--- src/rtl/stereo_pkg.sv ---
// stereo_pkg: shared image geometry and disparity-to-grey mapping for the stereo pipeline
package stereo_pkg;
  localparam int IMG_W = 640;
  localparam int IMG_H = 480;
  localparam int DISP = 64;
  localparam int WA_W = 17;
  function automatic logic [7:0] grey_of(input logic [5:0] d);
    return {d, d[5:4]};
  endfunction
endpackage

--- src/rtl/disp_fifo.sv ---
// disp_fifo: synchronous first-word-fall-through FIFO with registered valid and count
module disp_fifo #(
  parameter int DEPTH = 16,
  parameter int W = 49
) (
  input  logic                     clk,
  input  logic                     reset,
  input  logic                     push,
  input  logic [W-1:0]             din,
  input  logic                     pop,
  output logic [W-1:0]             dout,
  output logic                     valid,
  output logic [$clog2(DEPTH):0]   count
);
  localparam int AW = $clog2(DEPTH);
  logic [W-1:0] mem [DEPTH];
  logic [AW-1:0] wp, rp;
  logic wr, rd;
  logic [AW:0] cnt_n;
  // a push into a full FIFO lands in the slot the simultaneous pop frees
  always_comb begin
    rd = pop && valid;
    wr = push && (count != (AW+1)'(DEPTH) || rd);
    cnt_n = count + (AW+1)'(wr) - (AW+1)'(rd);
    dout = valid ? mem[rp] : '0;
  end
  always_ff @(posedge clk or negedge reset)
    if (!reset) begin
      wp <= '0;
      rp <= '0;
      count <= '0;
      valid <= 1'b0;
    end else begin
      if (wr) wp <= wp + 1'b1;
      if (rd) rp <= rp + 1'b1;
      count <= cnt_n;
      valid <= cnt_n != '0;
    end
  always_ff @(posedge clk)
    if (wr) mem[wp] <= din;
endmodule

--- src/rtl/disparity_writer.sv ---
// disparity_writer: packs disparity samples into 32-bit grey words and queues them with word addresses
module disparity_writer #(
  parameter int IMG_W = stereo_pkg::IMG_W,
  parameter int IMG_H = stereo_pkg::IMG_H,
  parameter int FIFO_DEPTH = 16
) (
  input  logic        clk,
  input  logic        reset,
  input  logic        disparity_val,
  input  logic [5:0]  disparity,
  input  logic        frame_start,
  output logic        wr_valid,
  input  logic        wr_ready,
  output logic [31:0] wr_data,
  output logic [16:0] wr_addr,
  output logic        frame_done,
  output logic        overflow
);
  localparam int WA_W = stereo_pkg::WA_W;
  localparam int WORDS = IMG_W * IMG_H / 4;
  localparam int XW = IMG_W > 1 ? $clog2(IMG_W) : 1;
  localparam int YW = IMG_H > 1 ? $clog2(IMG_H) : 1;
  localparam int CW = $clog2(FIFO_DEPTH) + 1;
  logic [XW-1:0] x, x_b;
  logic [YW-1:0] y, y_b;
  logic [1:0] lane, lane_b;
  logic [WA_W-1:0] word_addr, wa_b;
  logic [23:0] part;
  logic [31:0] word;
  logic [48:0] dout;
  logic [CW-1:0] count;
  logic push, pop, full, drop, x_last;
  // frame_start takes effect before a coincident sample is counted
  always_comb begin
    x_b = frame_start ? '0 : x;
    y_b = frame_start ? '0 : y;
    lane_b = frame_start ? '0 : lane;
    wa_b = frame_start ? '0 : word_addr;
    x_last = x_b == XW'(IMG_W - 1);
    push = disparity_val && lane_b == 2'd3;
    word = {stereo_pkg::grey_of(disparity), part};
    pop = wr_valid && wr_ready;
    full = count == CW'(FIFO_DEPTH);
    drop = push && full && !pop;
    wr_data = dout[48:17];
    wr_addr = dout[16:0];
  end
  always_ff @(posedge clk or negedge reset)
    if (!reset) begin
      x <= '0;
      y <= '0;
      lane <= '0;
      word_addr <= '0;
      part <= '0;
      frame_done <= 1'b0;
      overflow <= 1'b0;
    end else begin
      frame_done <= push && wa_b == WA_W'(WORDS - 1);
      overflow <= (overflow && !frame_start) || drop;
      x <= x_b;
      y <= y_b;
      lane <= lane_b;
      word_addr <= wa_b;
      if (disparity_val) begin
        lane <= lane_b + 1'b1;
        part <= {stereo_pkg::grey_of(disparity), part[23:8]};
        x <= x_last ? '0 : x_b + 1'b1;
        if (x_last) y <= y_b == YW'(IMG_H - 1) ? '0 : y_b + 1'b1;
        if (push) word_addr <= wa_b == WA_W'(WORDS - 1) ? '0 : wa_b + 1'b1;
      end
    end
  disp_fifo #(.DEPTH(FIFO_DEPTH), .W(49)) u_fifo (
    .clk(clk),
    .reset(reset),
    .push(push),
    .din({word, wa_b}),
    .pop(pop),
    .dout(dout),
    .valid(wr_valid),
    .count(count)
  );
endmodule
--- config.mk ---
export PLATFORM = sky130hd
export DESIGN_NAME = disparity_writer
export DESIGN_NICKNAME = d
export VERILOG_FILES = /design/src/rtl/stereo_pkg.sv /design/src/rtl/disp_fifo.sv /design/src/rtl/disparity_writer.sv
export SDC_FILE = /design/constraint.sdc
export NUM_CORES = 1
export LEC_CHECK = 0
export ABC_CLOCK_PERIOD_IN_PS = 8500
export CAP_MARGIN = 20
export CORE_UTILIZATION = 65
export DETAILED_ROUTE_END_ITERATION = 10
export PLACE_DENSITY = 0.81
export SLEW_MARGIN = 15
export SYNTH_ARGS = -nofsm -noshare
export SYNTH_HDL_FRONTEND = slang
export SYNTH_SLANG_ARGS = --single-unit
--- constraint.sdc ---
create_clock -name clk -period 8.5 [get_ports clk]
set_clock_uncertainty 0.05 [all_clocks]
set_input_delay 1.275 -clock clk [delete_from_list [all_inputs] [get_ports clk]]
set_output_delay 1.275 -clock clk [all_outputs]
set_load 0.05 [all_outputs]
* Word level (Yosys, flattened, before mapping)
Memories as Yosys holds them, arrays and structs flattened. Cells that the tools add are included. W data, S select, Z words.
Storage, ports and cells: register bits 59, RAM bits 784, bits of input ports 11, output and inout bits 52, memories 1
Memory list:
- u_fifo.mem | depth 16, bits a word 49, rd ports 1, clocked after Yosys merged registers in 0, wr ports 1, line disp_fifo.sv:16 | logic [W-1:0] mem [DEPTH];
Cells by class: add/subtract/negate cells 6, equal/unequal tests 4, multiplexer cells 9, reduce and logical (&&, ||, !) cells 13
Operators by type and width (count):
- $mux W17 | 4
- $mux W49 | 1
- $add A17 B1 Y17 const B | 1
- $eq A17 B17 Y1 const B | 1
- $add A4 B1 Y4 const B | 2
- $logic_and A1 B1 Y1 | 8
- $add A5 B1 Y5 | 1
- $eq A5 B5 Y1 const B | 1
- $ne A5 B5 Y1 const B | 1
- $reduce_bool A5 Y1 | 1
- $sub A5 B1 Y5 | 1
- $mux W2 | 2
- $add A2 B1 Y2 const B | 1
- $eq A2 B2 Y1 const B | 1
- $logic_not A1 Y1 | 2
- $logic_or A1 B1 Y1 | 2
- $mux W1 | 2

* Depth between registers and ports, before layout
Gate-level depths: netlist of the first run.
depth in word-level cells 7, depth in mapped cells 12, gate-level depth less buffers 10

* Modules after synthesis
A second synthesis of the first run with hierarchy kept.
Unflattened totals: cell total of the unflattened synthesis 1850, area, all modules 33290.7 um2
Modules (own cells, without submodules):
- disp_fifo | times used 1, cells an instance 1682, area an instance 31398.9 um2, seq. area each 23892.9 um2
- disparity_writer | times used 1, cells an instance 168, area an instance 1891.8 um2, seq. area each 975.9 um2

* Least setup slack after synthesis of the first run
OpenSTA, ideal clock, no wires.
kind input port to flip-flop, from in frame_start, to mem u_fifo.mem[12][0], enable pin, arrival 4.467 ns, required time 8.010 ns, setup slack 3.543 ns, stages on the path 8, buffers on the path 2, cells stage by stage clkbuf_1 > clkbuf_1 > nor2b_1 > ha_1 > nand2_2 > a41oi_2 > nand3_1 > nor2_1
On the way: longest elaborated chain between the ends 6
RTL lines:
- start: declaration | line disparity_writer.sv:11 | input logic frame_start,
- $mux W2 | line disparity_writer.sv:37 | lane_b = frame_start ? '0 : lane;
- $eq A2 B2 Y1 | line disparity_writer.sv:40 | push = disparity_val && lane_b == 2'd3;
- $logic_and A1 B1 Y1 | line disparity_writer.sv:40
- $logic_and A1 B1 Y1 | line disp_fifo.sv:23 | wr = push && (count != (AW+1)'(DEPTH) || rd);
- net u_fifo.wr | line disp_fifo.sv:18 | logic wr, rd;
- $mux W1 | line disp_fifo.sv:40 | if (wr) mem[wp] <= din;
- $mux W1 (implied by the code) | line disp_fifo.sv:40
- end: declaration | line disp_fifo.sv:16
The timed path passes the listed nets, and every way through them passes these cells.

* Worst setup path in the final report of the first run
from reg u_fifo.rp[0], to out wr_data[19]
On the way: longest elaborated chain between the ends 2
RTL lines:
- start: declaration | line disp_fifo.sv:17 | logic [AW-1:0] wp, rp;
- start signal: assignment | line disp_fifo.sv:35 | if (rd) rp <= rp + 1'b1;
- $mem_v2 Z16 W49
- $mux W49 | line disp_fifo.sv:25 | dout = valid ? mem[rp] : '0;
- end: declaration | line disparity_writer.sv:14 | output logic [31:0] wr_data,
Every way passes these cells.

==> results.tsv, run 1 <==
metric	value	unit
run status	complete, no violations	
FFs w/ async S/R, synth	7.48	%
startpoint types	flip-flop	
wire per inst	26.4	µm
Met3 Wirelength	4.70	mm
fmax	172	MHz
I/O Buffers	62	
post-synthesis cell area	0.0279	mm²
Pleak	0.0112	µW
Syn Nets	1610	
Area Growth Syn to Fin	12.2	%
post-synthesis sequential area ratio	75.5	%
worst ir drop on vdd	0.296	mV
Tmin final	5.81	ns
Crit Path Class	flip-flop to primary output	
root buf cell	clkbuf_16	
antenna violations before repair	0	
WHS Path Cells	1	
ANT cells	0	
Detailed Routing Iterations Pass 1	5	
Initial Utilization	66.1	%
Longest Clk Path Bufs	3	
worst hold path class	flip-flop to flip-flop	
FF-to-FF path depth	7	
Final TNS setup	0	ns
CORE AREA	0.0421	mm²
hold wc startpoint	u_fifo.rp[3]	
Tightest Pin Transition	1.16	ns
Die ar.	0.0437	mm²
total wire length	59.5	mm
number of max-slew violations in the final report	0	
Metal-1 WL	23.8	mm
largest net degree at the start of global routing	96	
EDFF count, synth	656	
Critical Path RT	7.17	ns
RSZ-0062 raised after global routing	false	
CTS Buf Count	68	
Post-Layout Cell Count	2251	
post-CTS sizing	0	
Yosys warnings	0	
vias	14800	
total grt overflow	0	
vias in the first global route	15100	
DR DRC count	0	
CTS H-tree lvls	3	
Slew headroom	22.9	%
crit end category	primary output	
Post-DRT Antenna Nets	0	
Yosys reg bits	709	
share of cells above drive strength 1	11.2	%
post-layout util	74.2	%
Top cell by count, worst path	o21ai_0	
first-pass GRT wire length	89.6	mm
worst-skew pair later-pin latency	0.58	ns
Num Clock Sinks	709	
Reg-to-Reg End	u_fifo.mem[0][15]	
critical-path cell with the highest stage delay	dfrtp_4	
met2 WL post-DR	29.7	mm
Arr. time, crit path	4.49	ns
Post-synth top flop	edfxtp_1	
Die H	209	µm
Crit path largest cell delay	1.16	ns
Hold Fails Final Rpt	0	
Placer Congestion	0.793	
final period utilization	68.4	%
Die Wd	209	µm
I/O pins	63	
pwr dens	343	mW/mm²
hold buffer count at CTS	0	
CP Cell Sequence	buf_4 -> mux2i_1 -> a221oi_1 -> o21ai_0 -> o21ai_0 -> clkdlybuf4s50_1	
hold-critical path endpoint	u_fifo.rp[3]	
gr usage total	27.7	%
Mean Syn Cell Area	17.6	µm²
Cell variety after synth	47	
DR iter-0 viols	1517	
Cells after Synth	1585	
dpl cells	2126	
max layer used	met4	
Rows	75	
worst r2r src	lane[0]	
CTS clock-pin slew for the worst setup and hold paths	0.06	ns
R2R Setup Slk	5.02	ns
final setup violation count	0	
DP HPWL	29.0	mm
vias per cell	6.57	
nets	1686	
post-CTS setup buffer count	0	
CTS tree	built	
worst-path fanout max	65	
Max Cap Violations	0	
==> logic make-up after synthesis <==
logic type | after synthesis | share of synthesized area [%]
AND/OR/NAND/NOR | 171 | 3.06
adder cells (fa/ha/maj) | 14 | 0.656
multiplexers | 339 | 12.7
flip-flops | 709 | 75.5
AO/OA/AOI/OAI | 219 | 5.61
buffers and inverters | 110 | 1.75
XOR/XNOR | 23 | 0.723
==> worst max-delay path: cells and delay by family (launching register included) <==
| family | cells | cell delay [ns] |
|---|---|---|
| AOI/OAI and AO/OA | 3 | 0.69 |
| muxes | 1 | 0.21 |
| DFF | 1 | 1.16 |
| buffers and inverters | 2 | 1.73 |
==> cell usage in the layout, fill, tap and decap left out, drive strengths merged, types with 2 or more instances in the layout <==
master           n
nand4b           3
nor2            15
or3              3
clkbuf         102
clkinv          15
nor4             4
nand4            8
dfrtp           53
a22oi          144
bufinv           3
edfxtp         656
buf             38
and2            14
nand3            4
a21oi            3
ha              13
o21ai           24
xnor2           15
o22ai           32
clkdlybuf4s50   61
mux2            20
mux4            10
nand2b           2
and4             2
nor2b           20
nor3             2
mux2i          309
inv             17
a221oi          10
xor2             8
nand2           87
a41oi            2
nor3b            2
and3b            2
==> how the worst max path moves through the flow <==
stage	end	from	slack (ns)
2_1_floorplan	u_fifo.mem[12][0]	frame_start	3.54
3_3_place_gp	u_fifo.mem[0][8]	frame_start	3.40
3_5_place_dp	u_fifo.mem[0][21]	frame_start	3.15
4_1_cts	wr_data[19]	u_fifo.rp[0]	2.66
5_1_grt	wr_data[19]	u_fifo.rp[0]	2.55
6_report	wr_data[19]	u_fifo.rp[0]	2.69
==> metrics by stage <==
stage               setup WS, ns  total power, µW  hold slack, ns  cell area, µm²
floorplan                   3.54             6770           0.409           27900
global placement            3.40             7780           0.442           29100
detailed placement          3.15             7840           0.449           29100
CTS                         2.66            10700           0.461           31200
global route                2.55            11000           0.474           31200
finish                      2.69            10700           0.460           31200
==> registers in the layout, indices dropped and copies added (netlist names) <==
signal,flops
u_fifo.mem,656
u_fifo.count,5
u_fifo.wp,4
u_fifo.rp,4
frame_done,1
part,18
word_addr,17
lane,2
u_fifo.valid,1
overflow,1
==> area by class of cell <==
| class | instances | area, µm² |
|---|---|---|
| inverters | 17 | 63.8 |
| fillers | 2355 | 10900 |
| well taps | 539 | 674 |
| repair buffers | 99 | 906 |
| multi-input cells | 766 | 6440 |
| clock buffers | 102 | 1980 |
| flip-flops and latches | 709 | 21000 |
| clock inverters | 19 | 160 |
==> synth_stat cells (all sizes together), types with 15 or more instances <==
cell	count	share of area, %
a22oi	144	3.9
buf	51	0.96
clkbuf	42	0.57
dfrtp	53	4.8
edfxtp	656	71
inv	17	0.23
mux2	20	0.81
mux2i	309	11
nand2	87	1.2
nor2	15	0.20
nor2b	20	0.45
o21ai	24	0.43
o22ai	32	0.72
xnor2	15	0.47
==> where the power goes <==
part           switching (µW)  total, µW  internal, µW
registers                 194       4080          3890
logic                    2420       3710          1290
clock network            1210       2910          1700
total                    3830      10700          6880
==> layer usage <==
layer,global-route usage (%),vias to the layer above
met5,0,-
met4,8.62,0
met3,4.60,91
met2,45.7,708
met1,38.4,7595
li1,-,6404
No activity file was read; power rests on OpenSTA's default activity.
==> run 2: changes to the inputs <==
ABC_CLOCK_PERIOD_IN_PS = 6000   (was 8500)
CORE_UTILIZATION = 62   (was 65)
PLACE_DENSITY = 0.78   (was 0.81)
clock period = 6 ns   (was 8.5 ns; I/O delays follow)
==> results.tsv, run 2 (synthesis results as in run 1) <==
metric	value	unit	change
largest register by flop count	u_fifo.mem		
DR DRC count	0		unchanged
I/O pins	63		unchanged
startpoint types	flip-flop		
Hold Fails Final Rpt	0		unchanged
root buf cell	clkbuf_16		
most common cell after layout, fill and taps aside	edfxtp_1		
final period utilization	81.5	%	
hold buffer count at CTS	0		unchanged
Die Wd	214	µm	+2.4%
post-CTS sizing	0		unchanged
Filler Cell Count	2620		+11%
fmax	205	MHz	
vias per cell	6.36		-3.3%
vias in the first global route	14800		-2.1%
total wire length	60.0	mm	+0.93%
worst setup margin	1.11	ns	-1.58 ns
CTS Buf Count	69		+1.5%
gr usage total	26.3	%	-1.5 points
CORE AREA	0.0442	mm²	+5.0%
Arr. time, crit path	3.94	ns	-0.55 ns
Tightest Pin Transition	1.13	ns	-0.0306 ns
Final Instance Area	0.0315	mm²	+0.91%
CTS tree	built		
most frequent cells in the layout	edfxtp_1 (656), mux2i_1 (309), a22oi_1 (144)		
antenna violations before repair	0		unchanged
ANT cells	0		unchanged
RSZ-0062 raised after global routing	false		
Tmin final	4.89	ns	
Die ar.	0.0458	mm²	+4.8%
Regs by FF count	u_fifo.mem x656, part x18, word_addr x17		
vias	14700		-0.73%
largest net degree at the start of global routing	98		+2.1%
nets	1694		+0.47%
worst-path fanout max	48		-26%
wire per inst	26.0	µm	-1.6%
DP HPWL	30.5	mm	+5.2%
run status	complete, no violations		
Die H	214	µm	+2.4%
Initial Utilization	63.0	%	-3.1 points
worst ir drop on vdd	0.480	mV	+62%
worst hold path class	primary input to asynchronous set/reset pin		
Final TNS setup	0	ns	unchanged
I/O Buffers	62		unchanged
dpl cells	2186		+2.8%
first-pass GRT wire length	89.7	mm	+0.11%
Detailed Routing Iterations Pass 1	6		+1
final setup violation count	0		unchanged
CTS H-tree lvls	3		unchanged
Max Cap Violations	0		unchanged
DR iter-0 viols	1524		+0.46%
Place WS	1.43	ns	-1.73 ns
crit end category	primary output		
Rows	77		+2.7%
Longest Clk Path Bufs	3		unchanged
Area Growth Syn to Fin	13.2	%	
Post-DRT Antenna Nets	0		unchanged
worst-skew pair later-pin latency	0.58	ns	about the same
Pleak	0.0113	µW	+0.97%
max FFs per register	656		unchanged
total grt overflow	0		unchanged
post-CTS setup buffer count	0		unchanged
CTS clock-pin slew for the worst setup and hold paths	0.06	ns	about the same
share of cells above drive strength 1	11.6	%	+0.43 points
Post-Layout Cell Count	2310		+2.6%
Critical Path RT	5.05	ns	-2.12 ns
Crit Path Class	flip-flop to primary output		
pwr dens	486	mW/mm²	+42%
Slew headroom	24.9	%	+2.0 points
placed cell area	0.0293	mm²	+0.83%
Num Clock Sinks	709		unchanged
number of max-slew violations in the final report	0		unchanged
Placer Congestion	0.768		-3.1%
-- run 2: critical path, cell delays in order, from the launching register on --
cell             delay, ns
dfrtp_1               0.73
nor2b_4               0.94
buf_12                0.39
a22oi_1               0.21
nand2_1               0.12
o22ai_1               0.15
clkdlybuf4s50_1       0.78
-- run 2: per-stage QoR --
stage	hold slack, ns	utilization (%)	power (µW)
after floorplan	0.409	-	9580
after global placement	0.444	66.2	11100
after detailed placement	0.464	66.3	11200
after CTS	0.425	71.1	15400
after global routing	0.480	71.3	15800
final	0.407	71.3	15300
-- run 2: routing by layer --
layer  vias to the layer above  wire length (µm)  track usage [%]
met5                         -                 0                0
met4                         0              1440             8.75
met3                        98              4410             4.19
met2                       632             29400             42.5
met1                      7534             24800             36.9
li1                       6426                 -                -
-- run 2: path summary, 6_finish.rpt --
| kind | end | startpoint | slack, ns | cells past startpoint |
|---|---|---|---|---|
| worst max-delay path | wr_addr[6] | u_fifo.rp[2] | 1.11 | 6 |
| worst min register to register | u_fifo.rp[3] | u_fifo.rp[3] | 0.48 | 1 |
| worst min-delay path | frame_done | reset | 0.41 | 2 |
| worst max register to register | u_fifo.mem[6][19] | lane[0] | 2.68 | 7 |
| max in group asynchronous | u_fifo.rp[0] | reset | 4.93 | 2 |
| min in group clk | u_fifo.rp[3] | u_fifo.rp[3] | 0.48 | 1 |
-- run 2: layout make-up --
cell class              instances  area [µm²]  share of cell area [%]
clock buffers                  91        1860                    5.91
flip-flops and latches        709       21000                    66.7
repair buffers                106        1110                    3.52
well taps                     592         741                    2.35
clock inverters                29         295                   0.937
inverters                      17        63.8                   0.202
multi-input cells             766        6430                    20.4
-- run 2: where the power goes --
group,switching [µW],internal (µW)
clock,1750,2440
sequential,223,5510
combinational,3530,1860
total,5500,9810
==> run 3: changes to the inputs <==
ABC_CLOCK_PERIOD_IN_PS = 4500   (was 6000)
clock period = 4.5 ns   (was 6 ns; I/O delays follow)
==> results.tsv, run 3 (synthesis results as in run 1) <==
metric	value	unit	change
run status	complete, no violations		
nets	1708		+0.83%
Arr. time, crit path	3.49	ns	-0.45 ns
worst-path fanout max	44		-8.3%
CTS Buf Count	68		-1.4%
fmax	237	MHz	
final period utilization	93.7	%	
Crit Path Class	flip-flop to primary output		
worst r2r src	lane[0]		
antenna violations before repair	0		unchanged
Final Instance Area	0.0318	mm²	+0.73%
R2R Setup Slk	1.52	ns	-1.16 ns
Reg-to-Reg End	u_fifo.valid		
critical-path cell with the highest stage delay	dfrtp_4		
critical path buffer and inverter count	2		unchanged
vias in the first global route	15100		+2.2%
CP Cell Sequence	buf_12 -> mux4_2 -> o21ai_0 -> o21ai_0 -> clkdlybuf4s50_1		
I/O Buffers	62		unchanged
startpoint types	flip-flop		
worst hold path class	primary input to asynchronous set/reset pin		
crit end category	primary output		
Die H	214	µm	unchanged
wire per inst	26.3	µm	+1.0%
Rows	77		unchanged
Comb power frac	35.7	%	+0.5 points
CORE AREA	0.0442	mm²	unchanged
placed cell area	0.0296	mm²	+0.86%
Net Sw Frac	35.8	%	-0.11 points
Initial Utilization	63.0	%	unchanged
post-CTS sizing	0		unchanged
post-CTS setup buffer count	0		unchanged
Post-DRT Antenna Nets	0		unchanged
Crit path largest cell delay	0.79	ns	-0.15 ns
Longest Clk Path Bufs	3		unchanged
worst-skew pair later-pin latency	0.58	ns	about the same
Psw	7310	µW	+33%
Num Clock Sinks	709		unchanged
register share of total power	37.3	%	-0.2 points
final setup violation count	0		unchanged
Tightest Pin Transition	1.11	ns	-0.0125 ns
largest net degree at the start of global routing	65		-34%
Die Wd	214	µm	unchanged
worst ir drop on vdd	0.532	mV	+11%
ANT cells	0		unchanged
Final TNS setup	0	ns	unchanged
CTS H-tree lvls	3		unchanged
Hold WS	0.0675	ns	-0.340 ns
Regs by FF count	u_fifo.mem x656, part x18, word_addr x17		
vias	14900		+1.1%
Filler Cell Count	2572		-1.8%
root buf cell	clkbuf_16		
Detailed Routing Iterations Pass 1	5		-1
RSZ-0062 raised after global routing	false		
Die ar.	0.0458	mm²	unchanged
hold buffer count at CTS	0		unchanged
Slew headroom	25.6	%	+0.68 points
first-pass GRT wire length	90.5	mm	+0.94%
largest register by flop count	u_fifo.mem		
DR DRC count	0		unchanged
max FFs per register	656		unchanged
DR iter-0 viols	1720		+13%
most common cell after layout, fill and taps aside	edfxtp_1		
number of max-slew violations in the final report	0		unchanged
total grt overflow	0		unchanged
Top cell by count, worst path	o21ai_0		
CTS tree	built		
vias per cell	6.38		+0.32%
post-layout util	71.8	%	+0.52 points
cell-internal power	13100	µW	+34%
Pleak	0.0114	µW	+1.0%
Hold Fails Final Rpt	0		unchanged
FF-to-FF path depth	8		+1
CTS clock-pin slew for the worst setup and hold paths	0.06	ns	about the same
most frequent cells in the layout	edfxtp_1 (656), mux2i_1 (309), a22oi_1 (144)		
Placer Congestion	0.739		-3.7%
total wire length	61.1	mm	+1.8%
pwr dens	643	mW/mm²	+32%
gr usage total	26.7	%	+0.44 points
DP HPWL	30.3	mm	-0.43%
Top Family by Delay on Critical Path	buffers and inverters		
Area Growth Syn to Fin	14.0	%	
Clock Power Share	27.0	%	-0.4 points
share of cells above drive strength 1	13.2	%	+1.7 points
Max Cap Violations	0		unchanged
Critical Path RT	3.77	ns	-1.28 ns
I/O pins	63		unchanged
Tmin final	4.22	ns	
-- run 3: cell types whose count changed in the layout (fill, tap and decap cells not counted), moves of 5 or more --
cell / delta
buf_12: +13
clkdlybuf4s50_1: -8
buf_4: +12
clkbuf_8: +8
clkbuf_1: -5
-- run 3: worst max-delay path by stage --
stage	from	depth (start not counted)	endpoint	slack [ns]
3_3_place_gp	frame_start	9	u_fifo.valid	0.74
2_1_floorplan	frame_start	8	u_fifo.mem[12][0]	0.14
4_1_cts	u_fifo.rp[0]	5	wr_addr[12]	0.25
6_report	u_fifo.rp[0]	5	wr_addr[12]	0.28
5_1_grt	u_fifo.rp[0]	6	wr_addr[6]	0.12
3_5_place_dp	frame_start	9	u_fifo.valid	0.72
-- run 3: area by class of cell --
cell class | count | area (µm²) | share of cell area, %
clock buffers | 94 | 1950 | 6.15
flip-flops and latches | 709 | 21000 | 66.2
clock inverters | 29 | 215 | 0.678
multi-input cells | 766 | 6430 | 20.3
inverters | 17 | 63.8 | 0.201
well taps | 592 | 741 | 2.33
repair buffers | 121 | 1330 | 4.18
-- run 3: worst reg2reg max path, stage by stage (launching register included) --
cell and delay [ns]:
dfrtp_1 0.31, nor2b_1 0.21, ha_1 0.27, nand2_2 0.15
a41oi_2 0.46, ha_1 0.29, fa_1 0.44, or3_1 0.37
or3_1 0.31
-- run 3: power groups by stage --
stage          Clock [µW]  Combinational, µW  Sequential, µW
2_1_floorplan           0               5160            7620
3_3_place_gp            0               7180            7720
3_5_place_dp            0               7250            7740
4_1_cts              5590               7300            7600
5_1_grt              5830               7600            7630
6_report             5520               7290            7610
-- run 3: metal layers --
layer | GRT usage, % | wire length, µm | up-vias
met2 | 43.6 | 29900 | 724
met3 | 4.14 | 4770 | 127
met4 | 9.42 | 1490 | 0
met1 | 37.0 | 25000 | 7557
li1 | - | - | 6444
met5 | 0 | 0 | -
-- run 3: stage by stage --
| stage | setup slack [ns] | cells | power, µW |
|---|---|---|---|
| floorplan | 0.143 | 1585 | 12800 |
| global placement | 0.740 | 2202 | 14900 |
| detailed placement | 0.720 | 2202 | 15000 |
| CTS | 0.247 | 2325 | 20500 |
| global route | 0.125 | 2328 | 21100 |
| finish | 0.282 | 2328 | 20400 |
